<file path="src/rtl/chg_event_logger.sv">
// chg_event_logger: samples buses r and b on enabled clocks, turns every change
// against the previous sample into a record {time, r, b, flags} and buffers the
// records in a first-word-fall-through FIFO drained over valid/ready.
// Optional feature macro: CHG_LOG_TS_EN (free-running timestamp counter and
// per-record timestamp storage). Without it ev_time is tied to 0.
module chg_event_logger #(
    parameter int DW = 32,
    parameter int TW = 16,
    parameter int AW = 3
) (
    input  logic          clk,
    input  logic          rst_n,
    input  logic          en,
    input  logic [DW-1:0] r_in,
    input  logic [DW-1:0] b_in,
    output logic          ev_valid,
    input  logic          ev_ready,
    output logic [TW-1:0] ev_time,
    output logic [DW-1:0] ev_r,
    output logic [DW-1:0] ev_b,
    output logic [1:0]    ev_flags,
    output logic [AW:0]   level,
    output logic          full,
    output logic [7:0]    drop_cnt
);

    localparam int DEPTH = 1 << AW;
    localparam int PW    = 2 * DW + 2;
`ifdef CHG_LOG_TS_EN
    localparam int EW    = TW + PW;
`else
    localparam int EW    = PW;
`endif
    localparam logic [AW:0] LVL_FULL = (AW + 1)'(DEPTH);

    logic [EW-1:0] mem_q [DEPTH];

    logic [DW-1:0] r_prev_q, r_prev_d;
    logic [DW-1:0] b_prev_q, b_prev_d;
    logic          primed_q, primed_d;
    logic [AW-1:0] wr_ptr_q, wr_ptr_d;
    logic [AW-1:0] rd_ptr_q, rd_ptr_d;
    logic [AW:0]   level_q, level_d;
    logic          ev_valid_q, full_q;
    logic [7:0]    drop_cnt_q, drop_cnt_d;
`ifdef CHG_LOG_TS_EN
    logic [TW-1:0] time_q, time_d;
`endif

    logic          cr, cb, push, pop, push_ok, drop;
    logic [EW-1:0] wr_entry, head;

    // Change detection, FIFO push/pop arbitration and next-state computation
    always_comb begin
        cr = 1'b0;
        cb = 1'b0;
        if (en && primed_q) begin
            cr = (r_in != r_prev_q);
            cb = (b_in != b_prev_q);
        end
        push    = cr | cb;
        pop     = ev_valid_q & ev_ready;
        // A pop on the same edge frees the slot, so a full FIFO still accepts
        push_ok = push & (~full_q | pop);
        drop    = push & full_q & ~pop;

        r_prev_d = en ? r_in : r_prev_q;
        b_prev_d = en ? b_in : b_prev_q;
        primed_d = primed_q | en;

        wr_ptr_d = push_ok ? wr_ptr_q + AW'(1) : wr_ptr_q;
        rd_ptr_d = pop ? rd_ptr_q + AW'(1) : rd_ptr_q;

        level_d = level_q;
        if (push_ok && !pop)
            level_d = level_q + (AW + 1)'(1);
        else if (!push_ok && pop)
            level_d = level_q - (AW + 1)'(1);

        drop_cnt_d = (drop && drop_cnt_q != 8'hFF) ? drop_cnt_q + 8'd1 : drop_cnt_q;

`ifdef CHG_LOG_TS_EN
        time_d   = time_q + TW'(1);
        wr_entry = {time_q, r_in, b_in, cb, cr};
`else
        wr_entry = {r_in, b_in, cb, cr};
`endif
    end

    // Control state: sampling history, FIFO pointers, occupancy and status flags
    always_ff @(posedge clk or negedge rst_n) begin
        if (!rst_n) begin
            r_prev_q   <= '0;
            b_prev_q   <= '0;
            primed_q   <= 1'b0;
            wr_ptr_q   <= '0;
            rd_ptr_q   <= '0;
            level_q    <= '0;
            ev_valid_q <= 1'b0;
            full_q     <= 1'b0;
            drop_cnt_q <= '0;
        end else begin
            r_prev_q   <= r_prev_d;
            b_prev_q   <= b_prev_d;
            primed_q   <= primed_d;
            wr_ptr_q   <= wr_ptr_d;
            rd_ptr_q   <= rd_ptr_d;
            level_q    <= level_d;
            ev_valid_q <= (level_d != '0);
            full_q     <= (level_d == LVL_FULL);
            drop_cnt_q <= drop_cnt_d;
        end
    end

`ifdef CHG_LOG_TS_EN
    // Free-running timestamp, advances every edge independent of en
    always_ff @(posedge clk or negedge rst_n) begin
        if (!rst_n)
            time_q <= '0;
        else
            time_q <= time_d;
    end
`endif

    // Record storage; contents are only observed through a valid head pointer
    always_ff @(posedge clk) begin
        if (push_ok)
            mem_q[wr_ptr_q] <= wr_entry;
    end

    assign head     = mem_q[rd_ptr_q];
    assign ev_valid = ev_valid_q;
    assign level    = level_q;
    assign full     = full_q;
    assign drop_cnt = drop_cnt_q;
    assign ev_flags = ev_valid_q ? head[1:0] : 2'b00;
    assign ev_b     = ev_valid_q ? head[DW+1:2] : '0;
    assign ev_r     = ev_valid_q ? head[PW-1:DW+2] : '0;
`ifdef CHG_LOG_TS_EN
    assign ev_time  = ev_valid_q ? head[EW-1:PW] : '0;
`else
    assign ev_time  = '0;
`endif

endmodule

</file>
<file path="config.mk">
export PLATFORM = sky130hd
export DESIGN_NAME = chg_event_logger
export DESIGN_NICKNAME = d
export VERILOG_FILES = /design/src/rtl/chg_event_logger.sv
export SDC_FILE = /design/constraint.sdc
export NUM_CORES = 1
export LEC_CHECK = 0
export CELL_PAD_IN_SITES_DETAIL_PLACEMENT = 0
export CELL_PAD_IN_SITES_GLOBAL_PLACEMENT = 1
export CORE_MARGIN = 8
export CORE_UTILIZATION = 52
export DETAILED_ROUTE_END_ITERATION = 8
export PLACE_DENSITY = 0.89
export RECOVER_POWER = 50
export SYNTH_ARGS = -nofsm -noshare
export SYNTH_HDL_FRONTEND = slang
export SYNTH_SLANG_ARGS = --single-unit
</file>
<file path="constraint.sdc">
create_clock -name clk -period 9.73 [get_ports clk]
set_clock_uncertainty 0.1 [all_clocks]
set_input_delay 1.946 -clock clk [delete_from_list [all_inputs] [get_ports clk]]
set_output_delay 1.946 -clock clk [all_outputs]
set_load 0.05 [all_outputs]
</file>
==> results of run 1 <==
[path summary, 6_finish.rpt]
check / startpoint / endpoint / slack, ps / cells after the start
min reg2reg: drop_cnt[7] / drop_cnt[7] / 400 / 1
min in group asynchronous: rst_n / b_prev_q[13] / 1470 / 1
max reg2reg: ev_valid / mem_q[2][11] / 5220 / 6
max in group clk: rd_ptr_q[1] / ev_r[24] / 3450 / 5
min: drop_cnt[7] / drop_cnt[7] / 400 / 1
max: rst_n / rd_ptr_q[0] / 3260 / 2
[registers in the layout (all words and copies together) (netlist names)]
register / flops
wr_ptr_q: 3
b_prev_q: 32
mem_q: 528
r_prev_q: 32
ev_valid: 1
full: 1
level: 4
primed_q: 1
drop_cnt: 8
rd_ptr_q: 3
[metrics by stage]
step,cell area [µm²],worst slack (ps)
4_1_cts,28600,3260
2_1_floorplan,24500,1410
6_report,28600,3260
3_3_place_gp,26600,3540
5_1_grt,28600,2220
3_5_place_dp,26600,3400
[layer usage]
metal  up-vias  GRT usage  routed length, µm
met5         -          0                 54
met4         8     0.0426                903
met3        78     0.0429               3330
met2       350      0.317              25500
met1      6128      0.248              20400
li1       5082          -                  -
[worst register-to-register path: stages, from the launching register on]
cell     delay, ps
dfrtp_2        760
buf_4          540
nand2_1        380
nand2_1        200
or3b_4         460
nor3b_4        760
buf_4          840
[final cells by class]
cell class | count | share of cell area
Tap cell | 607 | 0.0266
Multi-Input combinational cell | 513 | 0.217
Antenna cell | 1 | 0.0000875
Clock buffer | 80 | 0.0575
Timing Repair Buffer | 163 | 0.0554
Clock inverter | 30 | 0.0131
Inverter | 6 | 0.000788
Sequential cell | 613 | 0.629
[cell usage in the layout (no fill, tap or decap), types with 8 or more instances in the layout]
cell type | Yosys | layout
edfxtp_1 | 528 | 528
clkbuf_8 | 0 | 9
nand2_1 | 13 | 13
clkbuf_1 | 31 | 16
xnor2_1 | 68 | 68
clkdlybuf4s50_1 | 0 | 80
buf_4 | 16 | 13
mux4_2 | 132 | 132
mux2_2 | 64 | 64
mux2i_1 | 66 | 66
nand4_1 | 23 | 23
dlygate4sd3_1 | 0 | 65
conb_1 | 1 | 16
clkinv_2 | 0 | 9
xor2_1 | 8 | 8
dfrtp_1 | 85 | 81
nor2b_1 | 66 | 66
clkbuf_16 | 0 | 59
[where the power goes]
group | total [µW] | switching [µW] | internal, µW
clock | 2330 | 960 | 1370
sequential | 3750 | 313 | 3440
combinational | 3730 | 2280 | 1450
total | 9820 | 3550 | 6270
[cell families (layout without fill, tap and decap cells)]
| logic type | after synthesis | count (layout) | synth area share |
|---|---|---|---|
| AND/OR/NAND/NOR | 138 | 138 | 0.0360 |
| flip-flops | 613 | 613 | 0.735 |
| adder cells (fa/ha/maj) | 5 | 5 | 0.00256 |
| other | 1 | 17 | 0.000153 |
| AO/OA/AOI/OAI | 14 | 14 | 0.00501 |
| buffers and inverters | 78 | 279 | 0.0155 |
| multiplexers | 264 | 264 | 0.179 |
| XOR/XNOR | 76 | 76 | 0.0272 |
==> impl_metrics.tcl, run 1 <==
set metrics [dict create \
    maxCapViolations 2 \
    place_inst 1902 \
    avgSynthCellArea_um2 20.6 \
    numPortBuffers 147 \
    die_w_um 233 \
    violations "capacitance limit, slew limit" \
    slowest_stage "clkbuf_1" \
    finalSetupViolations 0 \
    area_delta_synth_final_pct 16.8 \
    netlist.area_leader.share 0.648 \
    grt_pass1_vias 12400 \
    drc_errors 0 \
    vias 11600 \
    die_h_um 233 \
    coreArea_mm2 0.0466 \
    vias_per_cell 5.79 \
    required_ps 8920 \
    synth.most_common_cell "edfxtp_1" \
    start_util 0.526 \
    setup-tns-final_ps 0 \
    synth_area_leader_cell "edfxtp_1" \
    dp_hpwl_um 29000 \
    num_io_pins 164 \
    cts_root_buf "clkbuf_16" \
    grt_pass1_wl_um 76900 \
    fmax_ghz 0.155 \
    synthTopCellsByCount "528 x edfxtp_1, 132 x mux4_2, 85 x dfrtp_1" \
    stdcell_count 2013 \
    whs_ps 401 \
    synth_cell_types 49 \
    wl_um 50200 \
    hold_viol 0 \
    finalNetCount 1429 \
    min_period_over_period 0.665 \
    crit_type "in2async" \
    p_leak_uw 0.00954 \
    outcome "finished with violations" \
    crit_buf_inv 2 \
    finalCriticalPeriod_ps 6470 \
    dieArea_mm2 0.0543 \
    layout-drive-gt1-share 0.236 \
    synth-async-reset-ratio 0.139 \
    clkTransAtPathRegs_ps 60 \
    synth.ff_latch_count 613 \
    post_cts_buffers 0 \
    synth_flop_cell "edfxtp_1" \
    crit_path_start_kind "input port" \
    arrival_ps 5660 \
    endpoint_kind "asynchronous set/reset pin" \
    clock_latency_ps 630 \
    cp_common_cell "clkbuf_1" \
    cts_resized 0 \
    clock_sinks 613 \
    seqCellArea_mm2 0.0180 \
    overflow 0 \
    ys_warn_count 0 \
    rsz0062_at_grt "false" \
    grt_antenna_before_repair 8 \
    crit_family "buffers and inverters" \
    path_max_fanout 66 \
    synth-seq-area-share 0.735 \
    peakVddDrop_mv 0.336 \
    finalWeightedCongestion 0.714 \
    htree_num_levels 2 \
    synth_area_leaders "edfxtp_1 65%, mux4_2 12%, dfrtp_1 8.7%" \
    cts_made_buffers 59 \
    final_max_slew_viol_count 133 \
    grt_max_degree 84 \
    cp_slowest_stage_delay_ps 2770 \
    first_pass_iters 5 \
    powerDensity_mw_per_mm2 343 \
    final_util 0.614 \
    slew_headroom -1.58 \
    total_power_uw 9820 \
    multi_input_area_mm2 0.00621 \
    min_path_type "reg2reg" \
    fillers 3157 \
    synth_edf_count 528 \
    track_usage 0.188 \
    worstMarginPinSlew_ps 3870 \
    crit_chain "clkbuf_1, clkbuf_1" \
    rows 79 \
    syn_area_mm2 0.0245 \
    wire_per_inst_um 24.9 \
    first_iter_violations 813 \
    cts.path.max_buffers 3 \
    cts_tree "yes" \
    hold_buffers 0 \
    ant_nets 0 \
    synthCells 1189 \
]
Note: power is estimated with default switching activity, not from simulation.
==> run 2, diff against run 1 <==
Clock period 9.73 ns to 6.3 ns, I/O delays scaled along.
==> run 2 against run 1 <==
  * The flow still finishes with violations (capacitance limit, slew limit)
  * Register-to-register slack lost 3100 ps
  * Final cell count increased by 0.84%
  * Design area up 0.50%
  * Global-route usage grew 0.18 points
  * Clock power increased by 53%
  * First-iteration DRC count rose by 30%
  * Utilization grew 0.31 points
  * Sequential share of layout area down 0.32 points
  * Via count up 1.1%
  * Die area did not move
  * Setup slack worse by 2200 ps
  * Largest power group is now combinational cells
==> impl_metrics.tcl, run 2 (synthesis results as in run 1) <==
set metrics [dict create \
    outcome "finished with violations" \
    violations "capacitance limit, slew limit" \
    post-place-ws_ps 608 \
    setup-tns-final_ps 0 \
    clock_latency_ps 610 \
    numPortBuffers 147 \
    die_w_um 233 \
    endpoint_kind "register" \
    final_cell_mix "528 x edfxtp_1, 132 x mux4_2, 81 x dfrtp_1, 80 x clkdlybuf4s50_1, 68 x xnor2_1" \
    first_pass_iters 5 \
    finalWeightedCongestion 0.732 \
    final_max_slew_viol_count 138 \
    r2r-start "r_prev_q[0]" \
    area_delta_synth_final_pct 17.4 \
    rsz0062_at_grt "false" \
    htree_num_levels 2 \
    min_period_over_period 0.836 \
    cts.path.max_buffers 3 \
    finalSetupViolations 0 \
    grt_antenna_before_repair 11 \
    total_power_uw 15200 \
    min_path_type "reg2reg" \
    drc_errors 0 \
    crit_type "in2reg" \
    start_util 0.526 \
    r2r_slack_ps 2160 \
    die_h_um 233 \
    p_leak_uw 0.00961 \
    layout-drive-gt1-share 0.238 \
    ff2ff_path_depth 9 \
    num_io_pins 164 \
    rr_endpoint "mem_q[4][26]" \
    timing.final.ws_setup_ps 1030 \
    required_ps 6410 \
    dieArea_mm2 0.0543 \
    largestRegisters "mem_q x528, b_prev_q x32, r_prev_q x32" \
    hold_path_end "primed_q" \
    grt_pass1_vias 12600 \
    vias 11800 \
    track_usage 0.189 \
    whs_path_depth 1 \
    cts_made_buffers 60 \
    regMostFlops "mem_q" \
    dp_hpwl_um 29800 \
    cts_tree "yes" \
    cts_resized 0 \
    hold_viol 0 \
    first_iter_violations 1059 \
    wl_um 51300 \
    grt_pass1_wl_um 77500 \
    rows 79 \
    crit_path_start_kind "input port" \
    powerDensity_mw_per_mm2 529 \
    arrival_ps 5370 \
    coreArea_mm2 0.0466 \
    path_max_fanout 50 \
    post_cts_buffers 0 \
    vias_per_cell 5.80 \
    largest_register_ffs 528 \
    overflow 0 \
    wire_per_inst_um 25.3 \
    finalNetCount 1442 \
    hp-start "primed_q" \
    hold_buffers 0 \
    ant_nets 0 \
    finalCriticalPeriod_ps 5270 \
    maxCapViolations 2 \
    final_common_cell "edfxtp_1" \
    grt_max_degree 72 \
    clock_sinks 613 \
    peakVddDrop_mv 0.488 \
    clkTransAtPathRegs_ps 60 \
    slew_headroom -1.80 \
    fmax_ghz 0.190 \
    cts_root_buf "clkbuf_16" \
    worstMarginPinSlew_ps 4210 \
]
-- run 2: cell types whose count changed in the layout (fill, tap and decap cells not counted), moves of 2 or more --
cell,change
clkbuf_16,+2
bufinv_16,-2
diode_2,+3
buf_4,+2
clkinvlp_4,-3
buf_12,+6
clkbuf_1,+6
-- run 2: routing by layer --
metal / share of wire / track usage / up-vias / wire length [µm]
met5: 0.00076 / 0 / - / 39
met4: 0.019 / 0.0500 / 6 / 986
met3: 0.065 / 0.0379 / 79 / 3350
met2: 0.51 / 0.324 / 376 / 26200
met1: 0.40 / 0.247 / 6211 / 20700
li1: - / - / 5104 / -
-- run 2: how the worst max path moves through the flow --
stage	start	end	slack, ps	cells after the start
finish	r_in[31]	mem_q[4][26]	1030	11
global route	r_in[31]	mem_q[4][26]	850	11
CTS	rd_ptr_q[0]	ev_b[11]	1150	5
detailed placement	r_in[2]	mem_q[4][7]	610	10
global placement	r_in[0]	mem_q[4][13]	620	10
floorplan	r_in[1]	mem_q[6][0]	460	9
-- run 2: critical path, cell delays in order --
cell,delay (ps)
dlygate4sd3_1,520
clkbuf_1,470
xnor2_1,170
nand4_1,150
nor4_2,80
a21o_2,230
inv_2,170
nor2_4,120
or3b_4,460
nor3b_4,860
buf_4,820
-- run 2: report_power, final --
part	internal, µW	total (µW)	switching [µW]
clock network	2080	3560	1470
logic	2300	5860	3560
registers	5310	5790	482
-- run 2: cell type report --
type,count,area (µm²)
fill,3109,17800
antenna,4,10.0
sequential,613,18000
tap,607,759
timing repair buffer,175,1740
inverter,6,22.5
clock inverter,28,305
multi-input combinational,513,6220
clock buffer,84,1690
-- run 2: stage by stage --
| step | cells | cell area [µm²] | utilization | hold slack (ps) |
|---|---|---|---|---|
| CTS | 2026 | 28800 | 0.618 | 382 |
| global route | 2028 | 28700 | 0.617 | 415 |
| finish | 2030 | 28700 | 0.617 | 378 |
| global placement | 1914 | 26800 | 0.575 | 353 |
| floorplan | 1204 | 24500 | - | 337 |
| detailed placement | 1914 | 26800 | 0.575 | 354 |
